## src/rtl/bus_arbiter4x64.sv

```systemverilog
// Round-robin arbiter granting one 64-bit target port to one of four requesters,
// holding the grant for a whole multi-beat transaction with a stall watchdog.

module mux4_1x64 (
  input  logic [1:0]       i_sel,
  input  logic [3:0][63:0] i_data,
  output logic [63:0]      o_data
);
  assign o_data = i_data[i_sel];
endmodule

module bus_arbiter4x64 #(
  parameter int unsigned TIMEOUT = 15
) (
  input  logic             clk,
  input  logic             reset_n,
  input  logic [3:0]       req,
  input  logic [3:0]       last,
  input  logic [3:0][63:0] in,
  output logic [63:0]      out,
  output logic             out_valid,
  input  logic             out_ready,
  output logic [3:0]       ack,
  output logic [3:0]       gnt,
  output logic [1:0]       sel,
  output logic             timeout_err
);

  // Counter is kept at least one bit wide so TIMEOUT=0 (watchdog off) still elaborates.
  localparam int CNT_W = (TIMEOUT > 1) ? $clog2(TIMEOUT + 1) : 1;
  localparam logic [CNT_W-1:0] STALL_MAX = CNT_W'((TIMEOUT > 0) ? TIMEOUT - 1 : 0);

  typedef enum logic {
    ST_IDLE = 1'b0,
    ST_BUSY = 1'b1
  } state_t;

  state_t           r_state;
  logic [3:0]       r_gnt;
  logic [1:0]       r_sel;
  logic [1:0]       r_ptr;
  logic [CNT_W-1:0] r_stall_cnt;
  logic             r_timeout_err;

  state_t           w_state_nx;
  logic [3:0]       w_gnt_nx;
  logic [1:0]       w_sel_nx;
  logic [1:0]       w_ptr_nx;
  logic [CNT_W-1:0] w_stall_nx;
  logic             w_timeout_nx;
  logic             w_pick_found;
  logic [1:0]       w_pick_idx;
  logic             w_xfer;
  logic             w_release;

  mux4_1x64 u_mux (
    .i_sel  (r_sel),
    .i_data (in),
    .o_data (out)
  );

  assign out_valid   = (r_state == ST_BUSY) && req[r_sel];
  assign w_xfer      = out_valid && out_ready;
  assign ack         = r_gnt & {4{w_xfer}};
  assign gnt         = r_gnt;
  assign sel         = r_sel;
  assign timeout_err = r_timeout_err;

  // First requester at or after the round-robin pointer, wrapping mod 4.
  always_comb begin
    w_pick_found = 1'b0;
    w_pick_idx   = r_ptr;
    for (int k = 0; k < 4; k++) begin
      if (!w_pick_found && req[r_ptr + 2'(k)]) begin
        w_pick_found = 1'b1;
        w_pick_idx   = r_ptr + 2'(k);
      end
    end
  end

  // NOTE: every variable gets a default before the case so no path leaves one
  // unassigned; otherwise synthesis infers a latch to hold the old value.
  always_comb begin
    w_state_nx   = r_state;
    w_gnt_nx     = r_gnt;
    w_sel_nx     = r_sel;
    w_ptr_nx     = r_ptr;
    w_stall_nx   = r_stall_cnt;
    w_timeout_nx = 1'b0;
    w_release    = 1'b0;

    case (r_state)
      ST_IDLE: begin
        if (w_pick_found) begin
          w_state_nx = ST_BUSY;
          w_gnt_nx   = 4'(1) << w_pick_idx;
          w_sel_nx   = w_pick_idx;
          w_stall_nx = '0;
        end
      end
      ST_BUSY: begin
        // Release causes are prioritised: final beat, withdrawal, then watchdog.
        if (w_xfer && last[r_sel]) begin
          w_release = 1'b1;
        end else if (!req[r_sel]) begin
          w_release = 1'b1;
        end else if ((TIMEOUT != 0) && (r_stall_cnt == STALL_MAX) && !w_xfer) begin
          w_release    = 1'b1;
          w_timeout_nx = 1'b1;
        end else begin
          w_stall_nx = w_xfer ? '0 : r_stall_cnt + CNT_W'(1);
        end

        if (w_release) begin
          w_state_nx = ST_IDLE;
          w_gnt_nx   = '0;
          w_stall_nx = '0;
          w_ptr_nx   = r_sel + 2'd1;
        end
      end
      default: w_state_nx = ST_IDLE;
    endcase
  end

  // NOTE: state registers use non-blocking assignments so every register
  // samples the pre-edge values, independent of statement order.
  always_ff @(posedge clk or negedge reset_n) begin
    if (!reset_n) begin
      r_state       <= ST_IDLE;
      r_gnt         <= '0;
      r_sel         <= '0;
      r_ptr         <= '0;
      r_stall_cnt   <= '0;
      r_timeout_err <= 1'b0;
    end else begin
      r_state       <= w_state_nx;
      r_gnt         <= w_gnt_nx;
      r_sel         <= w_sel_nx;
      r_ptr         <= w_ptr_nx;
      r_stall_cnt   <= w_stall_nx;
      r_timeout_err <= w_timeout_nx;
    end
  end

endmodule

```

## config.mk

```make
export PLATFORM = sky130hd
export DESIGN_NAME = bus_arbiter4x64
export DESIGN_NICKNAME = d
export VERILOG_FILES = /design/src/rtl/bus_arbiter4x64.sv
export SDC_FILE = /design/constraint.sdc
export NUM_CORES = 1
export LEC_CHECK = 0
export ABC_AREA = 1
export CAP_MARGIN = 40
export CORE_AREA = 3 3 132 134
export CTS_BUF_LIST = sky130_fd_sc_hd__clkbuf_4 sky130_fd_sc_hd__clkbuf_8 sky130_fd_sc_hd__clkbuf_16
export DETAILED_ROUTE_END_ITERATION = 8
export DIE_AREA = 0 0 135 137
export PLACE_DENSITY = 0.65
export SETUP_SLACK_MARGIN = 0.4
export SLEW_MARGIN = 10
export SYNTH_ARGS = -nofsm -noshare
export SYNTH_HDL_FRONTEND = slang
export SYNTH_SLANG_ARGS = --single-unit
```

## constraint.sdc

```tcl
create_clock -name clk -period 4.1 [get_ports clk]
set_input_delay 0.82 -clock clk [delete_from_list [all_inputs] [get_ports clk]]
set_output_delay 0.82 -clock clk [all_outputs]
set_load 0.05 [all_outputs]
```

==> results.md <==
* Share of cells above drive strength 1 at 9.604%
* Dpl ws at 0.8163 ns
* Dpl hpwl at 13280 um
* TNS Setup at 0 ns
* Largest family of logic cells by synthesized area: compound AO/OA/AOI/OAI gates
* Final setup vio count at 0
* Drt drc at 0
* Crit path to: out[9]
* DRT Pass-1 Iters at 5
* Die height at 137 um
* Sequential fraction of the synthesis area at 12.69%
* First-pass GRT wire length at 23930 um
* Crit path buf inv count at 2
* Core area at 16410 um^2
* R2R setup slack at 1.88 ns
* Max clock buf depth at 2
* Cell total after placement at 1049
* Ys Warns at 0
* Die width at 135 um
* Largest cells by area after synthesis: o21ai_0, nor2_1, o22ai_1
* Cell leakage power at 2.513 nW
* Levels on crit path at 4
* Fmax at 299.4 MHz
* Worst flop-to-flop path endpoint: r_ptr[0]
* Clock Sinks at 14
* Post-DR vias/cell at 4.475
* Worst-path clk slew at 0.05 ns
* Netlist cell types at 27
* Num CTS Buffers at 3
* Crit-path max FO at 137
* Most common library cell in the layout ignoring fill and taps: clkdlybuf4s50_1
* H-tree Lvls at 1
* Mux contribution to synthesized area at 0%
* Largest net degree at the start of global routing at 138
* RSZ-0062 raised after global routing: false
* Hold buffer count at cts at 0
* Status: finished clean
* Antenna Nets Post-Route at 0
* Power Total at 5.152 mW
* Filler cells at 1737
* Clk_lat worst skew at 0.24 ns
* Peak VDD IR at 0.0007509 V
* Final WL at 16660 um
* Synthesis-to-finish area growth at 128.9%
* Worst path max stage delay at 0.85 ns
* Synth Area in Adders at 0.9062%
* Worst path slowest cell: clkdlybuf4s50_1
* Cell family with most CP delay: buffers and inverters
* P per Cell Area at 815.3 nW/um^2
* Final critical-path required period at 3.339 ns
* Total track usage at 16.15%
* CP Class: flip-flop to output pin
* Final worst slack at 0.7605 ns
* Fin area at 6320 um^2
* Die ar. at 18500 um^2
* Worst Setup End Kind: output pin
* WHS Path Cells at 1
* 1st-iter DRT viols at 310
* Register Area at 355.3 um^2
* Cell area after technology mapping at 2761 um^2
* Placed Instance Area at 6231 um^2
* Met1 Use GR at 21.00%
* Max Cap Viol at 0
* Multi-input gate area at 2143 um^2
* Skew final at 0.0005792 ns
* Diode count at 0
* Routability Congestion at 0.9172
* Routed len/inst at 15.82 um
* CP arrival at 2.52 ns
* GRT Residual Overflow at 0
* Average cell area after synthesis at 5.260 um^2
* Resize count post-CTS at 0
* Post-synthesis xor/xnor area fraction at 0.6343%
* Syn Inst Count at 525
* Synth Area in Compound Gates at 41.59%
* Post-synth top area share at 24.47%
* Initial antenna violation count at 0
* Post-Route Utilization at 38.52%
* Met2 Use GR at 27.96%
* Routed vias at 4712
* Least-Margin Pin Slew at 0.7209 ns
* Worst R2R Start: sel[1]
* Met3 Use GR at 3.051%
* Gr busiest metal: met2
* Hold WS at 0.5238 ns
* Non-Filler Instances at 1053
* Root Buffer: clkbuf_16
* CTS tree: done
* I/O pin cnt at 343
* # rows at 47
* CP cell instances: buf_12 > o21ai_0 > o22ai_1 > clkdlybuf4s50_1
* Final nets at 1103
* Synth Area in Simple Gates at 34.48%
* Final Hold Violating Endpoints at 0
* CP startpoint: sel[0]
* Worst r2r path cells at 8
* Post-synthesis register bit count at 14
* Fin. max-slew vios at 0
* Starting Density at 16.83%
* Post-synth top area cell: o21ai_0
* Part of the cycle the worst path needs at 81.45%
* Number of port buffers at 342
* Vias in the first global route at 4253
* Critical Path Source Type: flip-flop
* Post-CTS setup buffer count at 0
* Synthesized Nets at 794
* Slew Limit Headroom at 51.94%
* Hold WC Path Type: flip-flop to flip-flop
* CP required at 3.28 ns
* Most frequent cells in the layout: clkdlybuf4s50_1, nor2_1, o21ai_0
## state kept, by name (all words and copies together), names as in the netlist
register / flops
r_state: 1
r_ptr: 2
r_stall_cnt: 4
gnt: 4
sel: 2
timeout_err: 1
## cell families (layout without fill, tap and decap cells)
logic type               count (synthesis)  in the layout
buffers and inverters                   68            376
flip-flops                              14             14
AO/OA/AOI/OAI                          209            209
XOR/XNOR                                 2              2
adder cells (fa/ha/maj)                  2              2
AND/OR/NAND/NOR                        230            230
## per-layer routing
layer  wire length [um]  vias up
met2               8308      202
met5                  0        -
met1               6889     2060
li1                   -     2434
met3               1205       16
met4                260        0
## power breakdown
group,switching (mW),internal [mW]
clock network,0.0560,0.148
registers,0.0615,0.190
logic,3.26,1.44
## how the worst min path moves through the flow
stage                           endpoint           start  slack, ns
final                     r_stall_cnt[0]  r_stall_cnt[0]       0.52
after global routing              gnt[1]          gnt[1]       0.55
after CTS                 r_stall_cnt[0]  r_stall_cnt[0]       0.53
after detailed placement  r_stall_cnt[3]  r_stall_cnt[3]       0.52
after global placement    r_stall_cnt[3]  r_stall_cnt[3]       0.51
after floorplan           r_stall_cnt[3]  r_stall_cnt[3]       0.47
## area by class of cell
cell class	count	area share, %
well taps	220	4.356
repair buffers	348	53.26
flip-flops and latches	14	5.623
inverters	24	1.445
clock buffers	4	1.406
multi-input cells	443	33.91
## Yosys cell counts
cell and n:
a21oi_1 2, and3_1 1, buf_1 2, buf_2 1, buf_4 3, clkbuf_1 38
dfrtp_1 14, ha_1 2, inv_1 20, inv_2 4, nand2_1 59, nand2_2 8
nand2_4 2, nand3_1 14, nand3_2 2, nand4_1 4, nor2_1 137, nor2_2 1
nor2_4 1, nor3_1 1, o211ai_1 2, o21ai_0 135, o21ai_1 2, o21ai_2 1
o21ai_4 1, o22ai_1 66, xnor2_1 2
No activity file was read; power rests on OpenSTA's default activity.
==> edit: new RTL, same settings <==
The parameter `TIMEOUT` goes from 15 to 16.
--- a/src/rtl/bus_arbiter4x64.sv
+++ b/src/rtl/bus_arbiter4x64.sv
@@ -12,3 +12,3 @@
 module bus_arbiter4x64 #(
-  parameter int unsigned TIMEOUT = 15
+  parameter int unsigned TIMEOUT = 16
 ) (
Formal check against the unedited RTL: same outputs for any inputs over 4 cycles, from zero or initial values and one cycle with reset_n low; that may be too few to reach the edited logic, so the function may still have changed.
==> edit against the original RTL <==
Global-route usage fell by 0.39 points; critical endpoint is now out[45]; cell count fell by 1.1%; sequential cell count rose by 1; final area rose by 2.3%; wire length fell by 1.7%; power fell by 0.73%; register-to-register slack got worse by 0.03 ns; worst setup slack got worse by 0.20 ns; critical path type unchanged; area after synthesis rose by 0.54%.
==> edit: results (changes against the original RTL) <==
status complete, no violations; sequential share of power 5.8% (+0.9 points); fill cell count 1717 (-1.2%); Final HPWL DP 13.2 mm (-0.90%); vias in the first global route 4324 (+1.7%); share of layout cells above drive strength 1 6.33% (-3.3 points); largest net degree at the start of global routing 61 (-56%); detailed-route via count 4673 (-0.83%); Num CTS Buffers 3 (unchanged); initial antenna violation count 0 (unchanged); R2R Setup Slk 1.85 ns (-0.03 ns); switching part of the total 64.3% (-1.2 points); Worst Tran Pin Value 0.666 ns (-0.0549 ns); largest stage delay on the critical path 0.87 ns (+0.02 ns); cell count after synthesis 510 (-2.9%); hold wc startpoint r_stall_cnt[0]; Port-buffer cells 342 (unchanged); sequential-to-total area share from yosys stat 13.5% (+0.83 points); latest clock arrival within the worst-skew pair roughly 0.25 ns; Clock transition at path regs 0.05 ns (about the same); post-synthesis cell type count 27 (unchanged); power in the clock group 0.000190 W (-7%); WL/cell 15.7 um (-0.57%); async set-reset flop share out of synthesis 100% (unchanged); CP max stage cell clkdlybuf4s50_1; top cells by area, synth o21ai_0 24%, nor2_1 19%, o22ai_1 15%; hold path depth 1 (unchanged); hold endpoint r_stall_cnt[0]; clk_skew 0.00157 ns (+0.000993 ns); # hold bufs at CTS 0 (unchanged); FF-to-FF path depth 11 (+3); CTS H-tree depth 1 (unchanged); Reg-to-Reg End r_ptr[0]; pre-CTS setup slack 0.488 ns (-0.328 ns); ant diodes 0 (unchanged); fin nets 1091 (-1.1%); crit path DAT 2.72 ns (+0.20 ns); Placed Instances 1037 (-1.1%); total track usage 15.8% (-0.39 points); synth cell count leaders 137 x nor2_1, 132 x o21ai_0, 67 x o22ai_1; LEAKAGE 2.53 nW (+0.50%); Post-synth top flop dfrtp_1; drt initial violations 276 (-11%); root buffer cell clkbuf_16; Mapped Nets 779 (-1.9%); CP Max Fanout 60 (-56%); first-pass GRT wire length 23.7 mm (-1.1%); Detailed Route WL 16.4 mm (-1.7%); TritonRoute pass-1 iters 4 (-1); placed cell area 6370 um^2 (+2.3%); max reg flops 5; register bank with the most flops r_stall_cnt; yosys warns 0 (unchanged); Critical Path Start sel[0]; maximum vdd ir drop 0.296 mV (-61%); CTS Buffer Depth 2 (unchanged); GP Congestion 0.876 (-4.5%)
==> edit: area by class of cell <==
| class | count | area share [%] |
|---|---|---|
| tap | 220 | 4.26 |
| clock buffer | 3 | 1.16 |
| timing repair buffer | 351 | 54.2 |
| multi-input combinational | 431 | 33.2 |
| clock inverter | 1 | 0.0774 |
| inverter | 20 | 1.28 |
| sequential | 15 | 5.88 |
==> edit: per-layer routing <==
metal	vias up	routed length, um	track usage, %	share of wire (%)
li1	2402	-	-	-
met1	2071	6720	19.8	41
met2	185	8320	28.4	51
met3	15	1130	3.31	6.9
met4	0	196	2.18	1.2
met5	-	0	0	0
==> edit: metrics by stage <==
stage	hold slack (ns)	power, W	util [%]
floorplan	0.476	0.00335	-
global placement	0.501	0.00494	38.8
detailed placement	0.508	0.00494	38.8
CTS	0.516	0.00514	39.3
global route	0.557	0.00542	39.4
finish	0.514	0.00511	39.4
==> edit: logic make-up after synthesis <==
kind of cell / share of synthesized area (%)
compound gates: 40.9
xor+xnor: 0.947
fa+ha+maj: 0.901
buf+inv: 9.24
flops: 13.5
simple gates: 34.5
==> edit: worst max path at each step <==
stage	endpoint	slack, ns	cells past startpoint
3_3_place_gp	ack[2]	0.54	8
2_1_floorplan	out[17]	1.04	6
3_5_place_dp	ack[3]	0.49	8
4_1_cts	ack[3]	0.48	8
5_1_grt	out[45]	0.43	4
6_report	out[45]	0.56	4
==> edit: repair_timing <==
action	CTS	global route
endpoints found under the setup margin	0	4
resized for setup	0	4
endpoints found under the hold margin	0	0
==> edit: worst max-delay path: cells and delay by family, from the launching register on <==
family | cells | cell delay (ns)
AO/OA/AOI/OAI | 2 | 0.50
flip-flops | 1 | 0.55
buffers and inverters | 2 | 1.39
